File: config.mk
export PLATFORM = sky130hd
export DESIGN_NAME = sne_apb_cfg_sequencer
export DESIGN_NICKNAME = d
export VERILOG_FILES = /design/src/rtl/sne_cfg_seq_pkg.sv /design/src/rtl/sne_cfg_cmd_fifo.sv /design/src/rtl/sne_apb_cfg_sequencer.sv
export SDC_FILE = /design/constraint.sdc
export NUM_CORES = 1
export LEC_CHECK = 0
export BUFFER_PORTS_ARGS = -buffer_cell sky130_fd_sc_hd__buf_2
export CAP_MARGIN = 20
export CELL_PAD_IN_SITES_DETAIL_PLACEMENT = 1
export CELL_PAD_IN_SITES_GLOBAL_PLACEMENT = 1
export CORE_ASPECT_RATIO = 0.6
export CORE_MARGIN = 1
export CORE_UTILIZATION = 40
export CTS_CLUSTER_DIAMETER = 150
export DETAILED_ROUTE_END_ITERATION = 10
export PLACE_DENSITY = 0.68
export SYNTH_ARGS = -nofsm -noshare
export SYNTH_HDL_FRONTEND = slang
export SYNTH_SLANG_ARGS = --single-unit
export TNS_END_PERCENT = 30
File: constraint.sdc
create_clock -name clk_i -period 10 [get_ports clk_i]
set_input_delay 1 -clock clk_i [delete_from_list [all_inputs] [get_ports clk_i]]
set_output_delay 1 -clock clk_i [all_outputs]
set_load 0.005 [all_outputs]
File: src/rtl/sne_cfg_seq_pkg.sv
// rtl/sne_cfg_seq_pkg.sv - shared types and defaults for the SNE APB configuration sequencer
package sne_cfg_seq_pkg;

  localparam int unsigned CFG_ADDR_WIDTH     = 32;
  localparam int unsigned CFG_DATA_WIDTH     = 32;
  localparam int unsigned CFG_FIFO_DEPTH     = 8;
  localparam int unsigned CFG_TIMEOUT_CYCLES = 1024;
  localparam int unsigned CFG_POLL_MAX       = 256;

  typedef enum logic [2:0] {
    OP_WR   = 3'd0,
    OP_RD   = 3'd1,
    OP_SET  = 3'd2,
    OP_CLR  = 3'd3,
    OP_POLL = 3'd4
  } cfg_op_e;

  typedef struct packed {
    cfg_op_e                   op;
    logic [CFG_ADDR_WIDTH-1:0] addr;
    logic [CFG_DATA_WIDTH-1:0] data;
  } cfg_cmd_t;

  // ST_GAP is the single psel=0 cycle between the phases of SET/CLR/POLL
  typedef enum logic [2:0] {
    ST_IDLE   = 3'd0,
    ST_SETUP  = 3'd1,
    ST_ACCESS = 3'd2,
    ST_GAP    = 3'd3,
    ST_RESP   = 3'd4
  } cfg_seq_state_e;

  function automatic logic op_is_legal(input logic [2:0] op);
    return (op <= 3'd4);
  endfunction

endpackage

File: src/rtl/sne_cfg_cmd_fifo.sv
// rtl/sne_cfg_cmd_fifo.sv - synchronous command FIFO with push/pop/clear and full/empty flags
module sne_cfg_cmd_fifo
  import sne_cfg_seq_pkg::*;
#(
  parameter int unsigned DEPTH = CFG_FIFO_DEPTH,
  parameter type         T     = cfg_cmd_t
) (
  input  logic clk_i,
  input  logic rst_ni,
  input  logic clear_i,
  input  logic push_i,
  input  T     wdata_i,
  input  logic pop_i,
  output T     rdata_o,
  output logic full_o,
  output logic empty_o
);

  localparam int AW = $clog2(DEPTH);

  T mem [DEPTH];
  logic [AW:0] wptr_q, rptr_q;
  logic        do_push, do_pop;

  // Extra pointer bit distinguishes full from empty when the indices match
  assign empty_o = (wptr_q == rptr_q);
  assign full_o  = (wptr_q[AW] != rptr_q[AW]) && (wptr_q[AW-1:0] == rptr_q[AW-1:0]);
  assign do_push = push_i && !full_o && !clear_i;
  assign do_pop  = pop_i && !empty_o && !clear_i;
  assign rdata_o = mem[rptr_q[AW-1:0]];

  always_ff @(posedge clk_i or negedge rst_ni) begin
    if (!rst_ni) begin
      wptr_q <= '0;
      rptr_q <= '0;
    end else if (clear_i) begin
      wptr_q <= '0;
      rptr_q <= '0;
    end else begin
      if (do_push) wptr_q <= wptr_q + (AW+1)'(1);
      if (do_pop)  rptr_q <= rptr_q + (AW+1)'(1);
    end
  end

  always_ff @(posedge clk_i) begin
    if (do_push) mem[wptr_q[AW-1:0]] <= wdata_i;
  end

endmodule

File: src/rtl/sne_apb_cfg_sequencer.sv
// rtl/sne_apb_cfg_sequencer.sv - APB master executing queued write/read/set/clear/poll commands
module sne_apb_cfg_sequencer
  import sne_cfg_seq_pkg::*;
#(
  parameter int unsigned ADDR_WIDTH     = CFG_ADDR_WIDTH,
  parameter int unsigned DATA_WIDTH     = CFG_DATA_WIDTH,
  parameter int unsigned FIFO_DEPTH     = CFG_FIFO_DEPTH,
  parameter int unsigned TIMEOUT_CYCLES = CFG_TIMEOUT_CYCLES,
  parameter int unsigned POLL_MAX       = CFG_POLL_MAX
) (
  input  logic                  clk_i,
  input  logic                  rst_ni,
  input  logic                  clear_i,
  input  logic                  cmd_valid_i,
  output logic                  cmd_ready_o,
  input  logic [2:0]            cmd_op_i,
  input  logic [ADDR_WIDTH-1:0] cmd_addr_i,
  input  logic [DATA_WIDTH-1:0] cmd_data_i,
  output logic                  rsp_valid_o,
  input  logic                  rsp_ready_i,
  output logic [DATA_WIDTH-1:0] rsp_data_o,
  output logic                  rsp_err_o,
  output logic                  busy_o,
  output logic [15:0]           err_cnt_o,
  output logic [ADDR_WIDTH-1:0] paddr_o,
  output logic [DATA_WIDTH-1:0] pwdata_o,
  output logic                  pwrite_o,
  output logic                  psel_o,
  output logic                  penable_o,
  input  logic [DATA_WIDTH-1:0] prdata_i,
  input  logic                  pready_i,
  input  logic                  pslverr_i
);

  localparam int TW = $clog2(TIMEOUT_CYCLES + 1);
  localparam int PW = $clog2(POLL_MAX + 1);

  typedef struct packed {
    cfg_op_e               op;
    logic [ADDR_WIDTH-1:0] addr;
    logic [DATA_WIDTH-1:0] data;
  } cmd_t;

  cfg_seq_state_e        state_q, state_d;
  cmd_t                  cmd_q, cmd_d, fifo_head, fifo_wdata;
  logic [DATA_WIDTH-1:0] wdata_q, wdata_d, rsp_data_q, rsp_data_d;
  logic                  wr_phase_q, wr_phase_d, rsp_err_q, rsp_err_d;
  logic [TW-1:0]         tmo_q, tmo_d;
  logic [PW-1:0]         poll_q, poll_d;
  logic [15:0]           err_cnt_q;
  logic                  fifo_full, fifo_empty, have_cmd, pop, apb_active;

  assign fifo_wdata = '{op: cfg_op_e'(cmd_op_i), addr: cmd_addr_i, data: cmd_data_i};

  sne_cfg_cmd_fifo #(
    .DEPTH (FIFO_DEPTH),
    .T     (cmd_t)
  ) u_fifo (
    .clk_i   (clk_i),
    .rst_ni  (rst_ni),
    .clear_i (clear_i),
    .push_i  (cmd_valid_i),
    .wdata_i (fifo_wdata),
    .pop_i   (pop),
    .rdata_o (fifo_head),
    .full_o  (fifo_full),
    .empty_o (fifo_empty)
  );

  // A flush in progress hides the head so it is never launched
  assign have_cmd = !fifo_empty && !clear_i;

  always_comb begin
    state_d    = state_q;
    cmd_d      = cmd_q;
    wdata_d    = wdata_q;
    wr_phase_d = wr_phase_q;
    tmo_d      = tmo_q;
    poll_d     = poll_q;
    rsp_data_d = rsp_data_q;
    rsp_err_d  = rsp_err_q;
    pop        = 1'b0;
    case (state_q)
      ST_IDLE:  pop = have_cmd;
      ST_SETUP: begin
        state_d = ST_ACCESS;
        tmo_d   = '0;
      end
      ST_ACCESS: begin
        if (pready_i) begin
          if (wr_phase_q) begin
            rsp_data_d = wdata_q;
            rsp_err_d  = pslverr_i;
            state_d    = ST_RESP;
          end else if (pslverr_i) begin
            rsp_data_d = prdata_i;
            rsp_err_d  = 1'b1;
            state_d    = ST_RESP;
          end else begin
            case (cmd_q.op)
              OP_SET: begin
                wdata_d    = prdata_i | cmd_q.data;
                wr_phase_d = 1'b1;
                state_d    = ST_GAP;
              end
              OP_CLR: begin
                wdata_d    = prdata_i & ~cmd_q.data;
                wr_phase_d = 1'b1;
                state_d    = ST_GAP;
              end
              OP_POLL: begin
                if ((prdata_i & cmd_q.data) != '0) begin
                  rsp_data_d = prdata_i;
                  state_d    = ST_RESP;
                end else if (poll_q == PW'(POLL_MAX - 1)) begin
                  rsp_data_d = prdata_i;
                  rsp_err_d  = 1'b1;
                  state_d    = ST_RESP;
                end else begin
                  poll_d  = poll_q + PW'(1);
                  state_d = ST_GAP;
                end
              end
              default: begin
                rsp_data_d = prdata_i;
                state_d    = ST_RESP;
              end
            endcase
          end
        end else if (tmo_q == TW'(TIMEOUT_CYCLES - 1)) begin
          rsp_data_d = '0;
          rsp_err_d  = 1'b1;
          state_d    = ST_RESP;
        end else begin
          tmo_d = tmo_q + TW'(1);
        end
      end
      ST_GAP:  state_d = ST_SETUP;
      ST_RESP: begin
        if (rsp_ready_i) begin
          state_d = ST_IDLE;
          pop     = have_cmd;
        end
      end
      default: state_d = ST_IDLE;
    endcase

    // Launching a command overrides the state choice above; illegal opcodes respond without APB traffic
    if (pop) begin
      cmd_d      = fifo_head;
      wdata_d    = fifo_head.data;
      wr_phase_d = (fifo_head.op == OP_WR);
      poll_d     = '0;
      rsp_data_d = '0;
      rsp_err_d  = !op_is_legal(fifo_head.op);
      state_d    = op_is_legal(fifo_head.op) ? ST_SETUP : ST_RESP;
    end
  end

  always_ff @(posedge clk_i or negedge rst_ni) begin
    if (!rst_ni) begin
      state_q    <= ST_IDLE;
      cmd_q      <= '0;
      wdata_q    <= '0;
      wr_phase_q <= 1'b0;
      tmo_q      <= '0;
      poll_q     <= '0;
      rsp_data_q <= '0;
      rsp_err_q  <= 1'b0;
      err_cnt_q  <= '0;
    end else begin
      state_q    <= state_d;
      cmd_q      <= cmd_d;
      wdata_q    <= wdata_d;
      wr_phase_q <= wr_phase_d;
      tmo_q      <= tmo_d;
      poll_q     <= poll_d;
      rsp_data_q <= rsp_data_d;
      rsp_err_q  <= rsp_err_d;
      if (state_q == ST_RESP && rsp_ready_i && rsp_err_q && err_cnt_q != 16'hFFFF)
        err_cnt_q <= err_cnt_q + 16'd1;
    end
  end

  assign apb_active  = (state_q == ST_SETUP) || (state_q == ST_ACCESS);
  assign psel_o      = apb_active;
  assign penable_o   = (state_q == ST_ACCESS);
  assign paddr_o     = apb_active ? cmd_q.addr : '0;
  assign pwrite_o    = apb_active && wr_phase_q;
  assign pwdata_o    = (apb_active && wr_phase_q) ? wdata_q : '0;
  assign cmd_ready_o = !fifo_full;
  assign rsp_valid_o = (state_q == ST_RESP);
  assign rsp_data_o  = rsp_valid_o ? rsp_data_q : '0;
  assign rsp_err_o   = rsp_valid_o && rsp_err_q;
  assign busy_o      = !fifo_empty || (state_q != ST_IDLE);
  assign err_cnt_o   = err_cnt_q;

endmodule

==> flow_summary.json <==
{
  "cp_top_family": "buffers and inverters",
  "antenna_found_initial": 13,
  "powerDensity_nw_per_um2": 238,
  "dr.pass1.iters": 4,
  "initial_core_util_pct": 40.7,
  "ctsResizeCount": 0,
  "nFillCells": 7093,
  "dieArea_um2": 74600,
  "postCtsSetupRepairBufs": 0,
  "clk_latency_ns": 0.61,
  "coreArea_um2": 72300,
  "place_area_um2": 31600,
  "cpPeakStageDelay_ns": 0.94,
  "ys_async_sr_fraction_pct": 25.1,
  "status": "complete, no violations",
  "cts_made_buffers": 70,
  "synth_edf_count": 536,
  "worstPathMaxFanout": 99,
  "final_nets": 2152,
  "grt_setup_unrepaired": "no",
  "num_io_pins": 225,
  "finish.instance_area_um2": 33900,
  "finalSetupTns_ns": 0,
  "wl_mm": 72.4,
  "portBuffers": 224,
  "cpMaxStageDelayCell": "dfrtp_4",
  "wire_per_inst_um": 23.5,
  "clk_pin_slew_ns": 0.06,
  "p_total_mw": 8.08,
  "die_h_um": 212,
  "ir_drop_v": 0.000121,
  "end_kind": "flip-flop",
  "postSynthRegisterBits": 716,
  "final_common_cell": "edfxtp_1",
  "cts-root-buf": "clkbuf_16",
  "cts-hold-fix-buffers": 0,
  "stdcell_count": 3079,
  "syn-cell-area_um2": 29400,
  "cts_tree": "yes",
  "postRouteAntennaNets": 0,
  "path_class": "flip-flop to flip-flop",
  "fin_crit_ns": 4.28,
  "cp-startpoint": "u_fifo.rptr_q[2]$_DFFE_PN0P_",
  "overflow": 0,
  "setup_viol": 0,
  "multi_input_area_um2": 8340,
  "slew_violations": 0,
  "place.gp.congestion": 0.778,
  "syn_area_per_cell_um2": 16.1,
  "post-route-period-util_pct": 42.8,
  "fp.dieW_um": 352,
  "rows": 76,
  "route.vias.total": 16700,
  "seq_area_um2": 20600,
  "syn_to_final_growth_pct": 15.3,
  "layout_common_cells": "536 x edfxtp_1, 223 x buf_2, 176 x dfrtp_1",
  "drv_cap": 0,
  "p_leak_nw": 12.4,
  "fmax_mhz": 234,
  "synthCells": 1827,
  "cts.sinks": 716,
  "grt_usage_pct": 19.6,
  "ys_warn_count": 0,
  "worstMarginPinSlew_ns": 1.06,
  "cp.required_ns": 10.44,
  "drc_errors": 0,
  "place_inst": 2943,
  "rr_startpoint": "u_fifo.rptr_q[2]$_DFFE_PN0P_",
  "crit_arrival_ns": 4.71,
  "htree_levels": 3,
  "grt_pass1_vias": 17900,
  "cts_buffer_depth": 3,
  "drive_gt1_share_pct": 25.8,
  "ys.flop_type": "edfxtp_1",
  "yosysSeqAreaShare_pct": 70.1,
  "start_kind": "flip-flop",
  "synth_cell_types": 55,
  "slew_headroom_pct": 29.5,
  "grt_max_degree": 100,
  "dr.first_iter.drc_count": 997,
  "hold_class": "input pin to async pin",
  "hpwl_mm": 44.7,
  "grt_pass1_wl_mm": 110,
  "finalHoldViolations": 0,
  "cp_cell_sequence": "xnor2_1 -> and4b_1 -> or4_4 -> buf_4 -> buf_4 -> nor2_1 -> a21oi_1 -> a21oi_1",
  "post_drt_via_cell_ratio": 5.41,
  "syn-num-nets": 1939,
  "finClkSkew_ns": 0.0151,
  "crit_buf_inv": 2
}
per-stage QoR:
step | worst slack [ns] | hold WS (ns) | utilization [%]
final | 5.72 | 0.408 | 46.9
after global routing | 5.40 | 0.423 | 46.9
after CTS | 5.67 | 0.398 | 46.9
after detailed placement | 5.74 | 0.468 | 43.7
after global placement | 5.73 | 0.462 | 43.7
after floorplan | 1.71 | 0.442 | -
cells in the mapped netlist (all sizes together) (3+ instances only):
cell type | number | area share [%]
inv | 6 | 0.077
a31oi | 4 | 0.085
a22oi | 10 | 0.26
clkbuf | 61 | 0.78
dfrtp | 180 | 15
nor3b | 6 | 0.17
nand4 | 19 | 0.40
o211ai | 3 | 0.077
nand3 | 15 | 0.26
mux4 | 134 | 10
mux2 | 33 | 1.3
ha | 6 | 0.26
or3 | 7 | 0.15
nand2 | 116 | 1.5
and2 | 69 | 1.5
o21a | 4 | 0.10
xor2 | 11 | 0.33
o21ai | 51 | 0.87
nor3 | 45 | 0.77
and3 | 41 | 0.87
xnor2 | 14 | 0.42
mux2i | 69 | 2.3
and4 | 3 | 0.089
a21o | 32 | 0.82
a21oi | 107 | 1.8
edfxtp | 536 | 55
nor2 | 123 | 1.6
nor4 | 5 | 0.13
a31o | 32 | 0.95
and3b | 3 | 0.089
nand2b | 6 | 0.13
or2 | 3 | 0.064
or4 | 3 | 0.077
buf | 54 | 0.94
state kept, by name (all words and copies together) (netlist names):
register,cells
wdata_q,32
u_fifo.rptr_q,4
wr_phase_q,1
poll_q,9
u_fifo.wptr_q,4
u_fifo.mem,536
tmo_q,11
cmd_q,67
state_q,3
rsp_err_q,1
err_cnt_o,16
rsp_data_q,32
path summary, 6_finish.rpt:
kind / slack (ns) / end / depth (start not counted)
setup reg to reg: 5.72 / wdata_q[19]$_DFFE_PN0P_ / 8
min in group clk_i: 0.48 / cmd_q[56]$_DFFE_PN0P_ / 2
max in group asynchronous: 7.36 / wdata_q[4]$_DFFE_PN0P_ / 3
hold reg to reg: 0.48 / cmd_q[56]$_DFFE_PN0P_ / 2
setup / recovery: 5.72 / wdata_q[19]$_DFFE_PN0P_ / 8
hold / removal: 0.41 / cmd_q[50]$_DFFE_PN0P_ / 1
layout make-up:
type | count | area share [%]
Sequential cell | 716 | 60.8
Timing Repair Buffer | 256 | 4.10
Clock buffer | 99 | 5.80
Inverter | 6 | 0.0664
Clock inverter | 31 | 1.00
Multi-Input combinational cell | 990 | 24.6
Tap cell | 975 | 3.60
Antenna cell | 6 | 0.0443
kinds of logic (layout without fill, tap and decap cells):
kind of cell | after synthesis | in the layout | synth area share [%]
multiplexers | 236 | 236 | 13.9
flip-flops | 716 | 716 | 70.1
adder cells (fa/ha/maj) | 6 | 6 | 0.255
AND/OR/NAND/NOR | 470 | 470 | 7.89
AO/OA/AOI/OAI | 253 | 253 | 5.37
XOR/XNOR | 25 | 25 | 0.745
buffers and inverters | 121 | 392 | 1.80
other | 0 | 6 | 0
where the power goes:
| group | total [mW] | switching [mW] | internal (mW) |
|---|---|---|---|
| combinational | 1.67 | 0.946 | 0.722 |
| clock | 2.68 | 1.12 | 1.56 |
| sequential | 3.73 | 0.240 | 3.49 |
routing by layer:
| layer | GRT usage, % | part of all wire, % | up-vias |
|---|---|---|---|
| met1 | 26.8 | 46 | 8808 |
| met3 | 4.03 | 4.2 | 103 |
| li1 | - | - | 7480 |
| met4 | 5.50 | 2.0 | 8 |
| met2 | 31.8 | 48 | 259 |
| met5 | 0 | 0.076 | - |
Power figures use the tool's default switching activity.
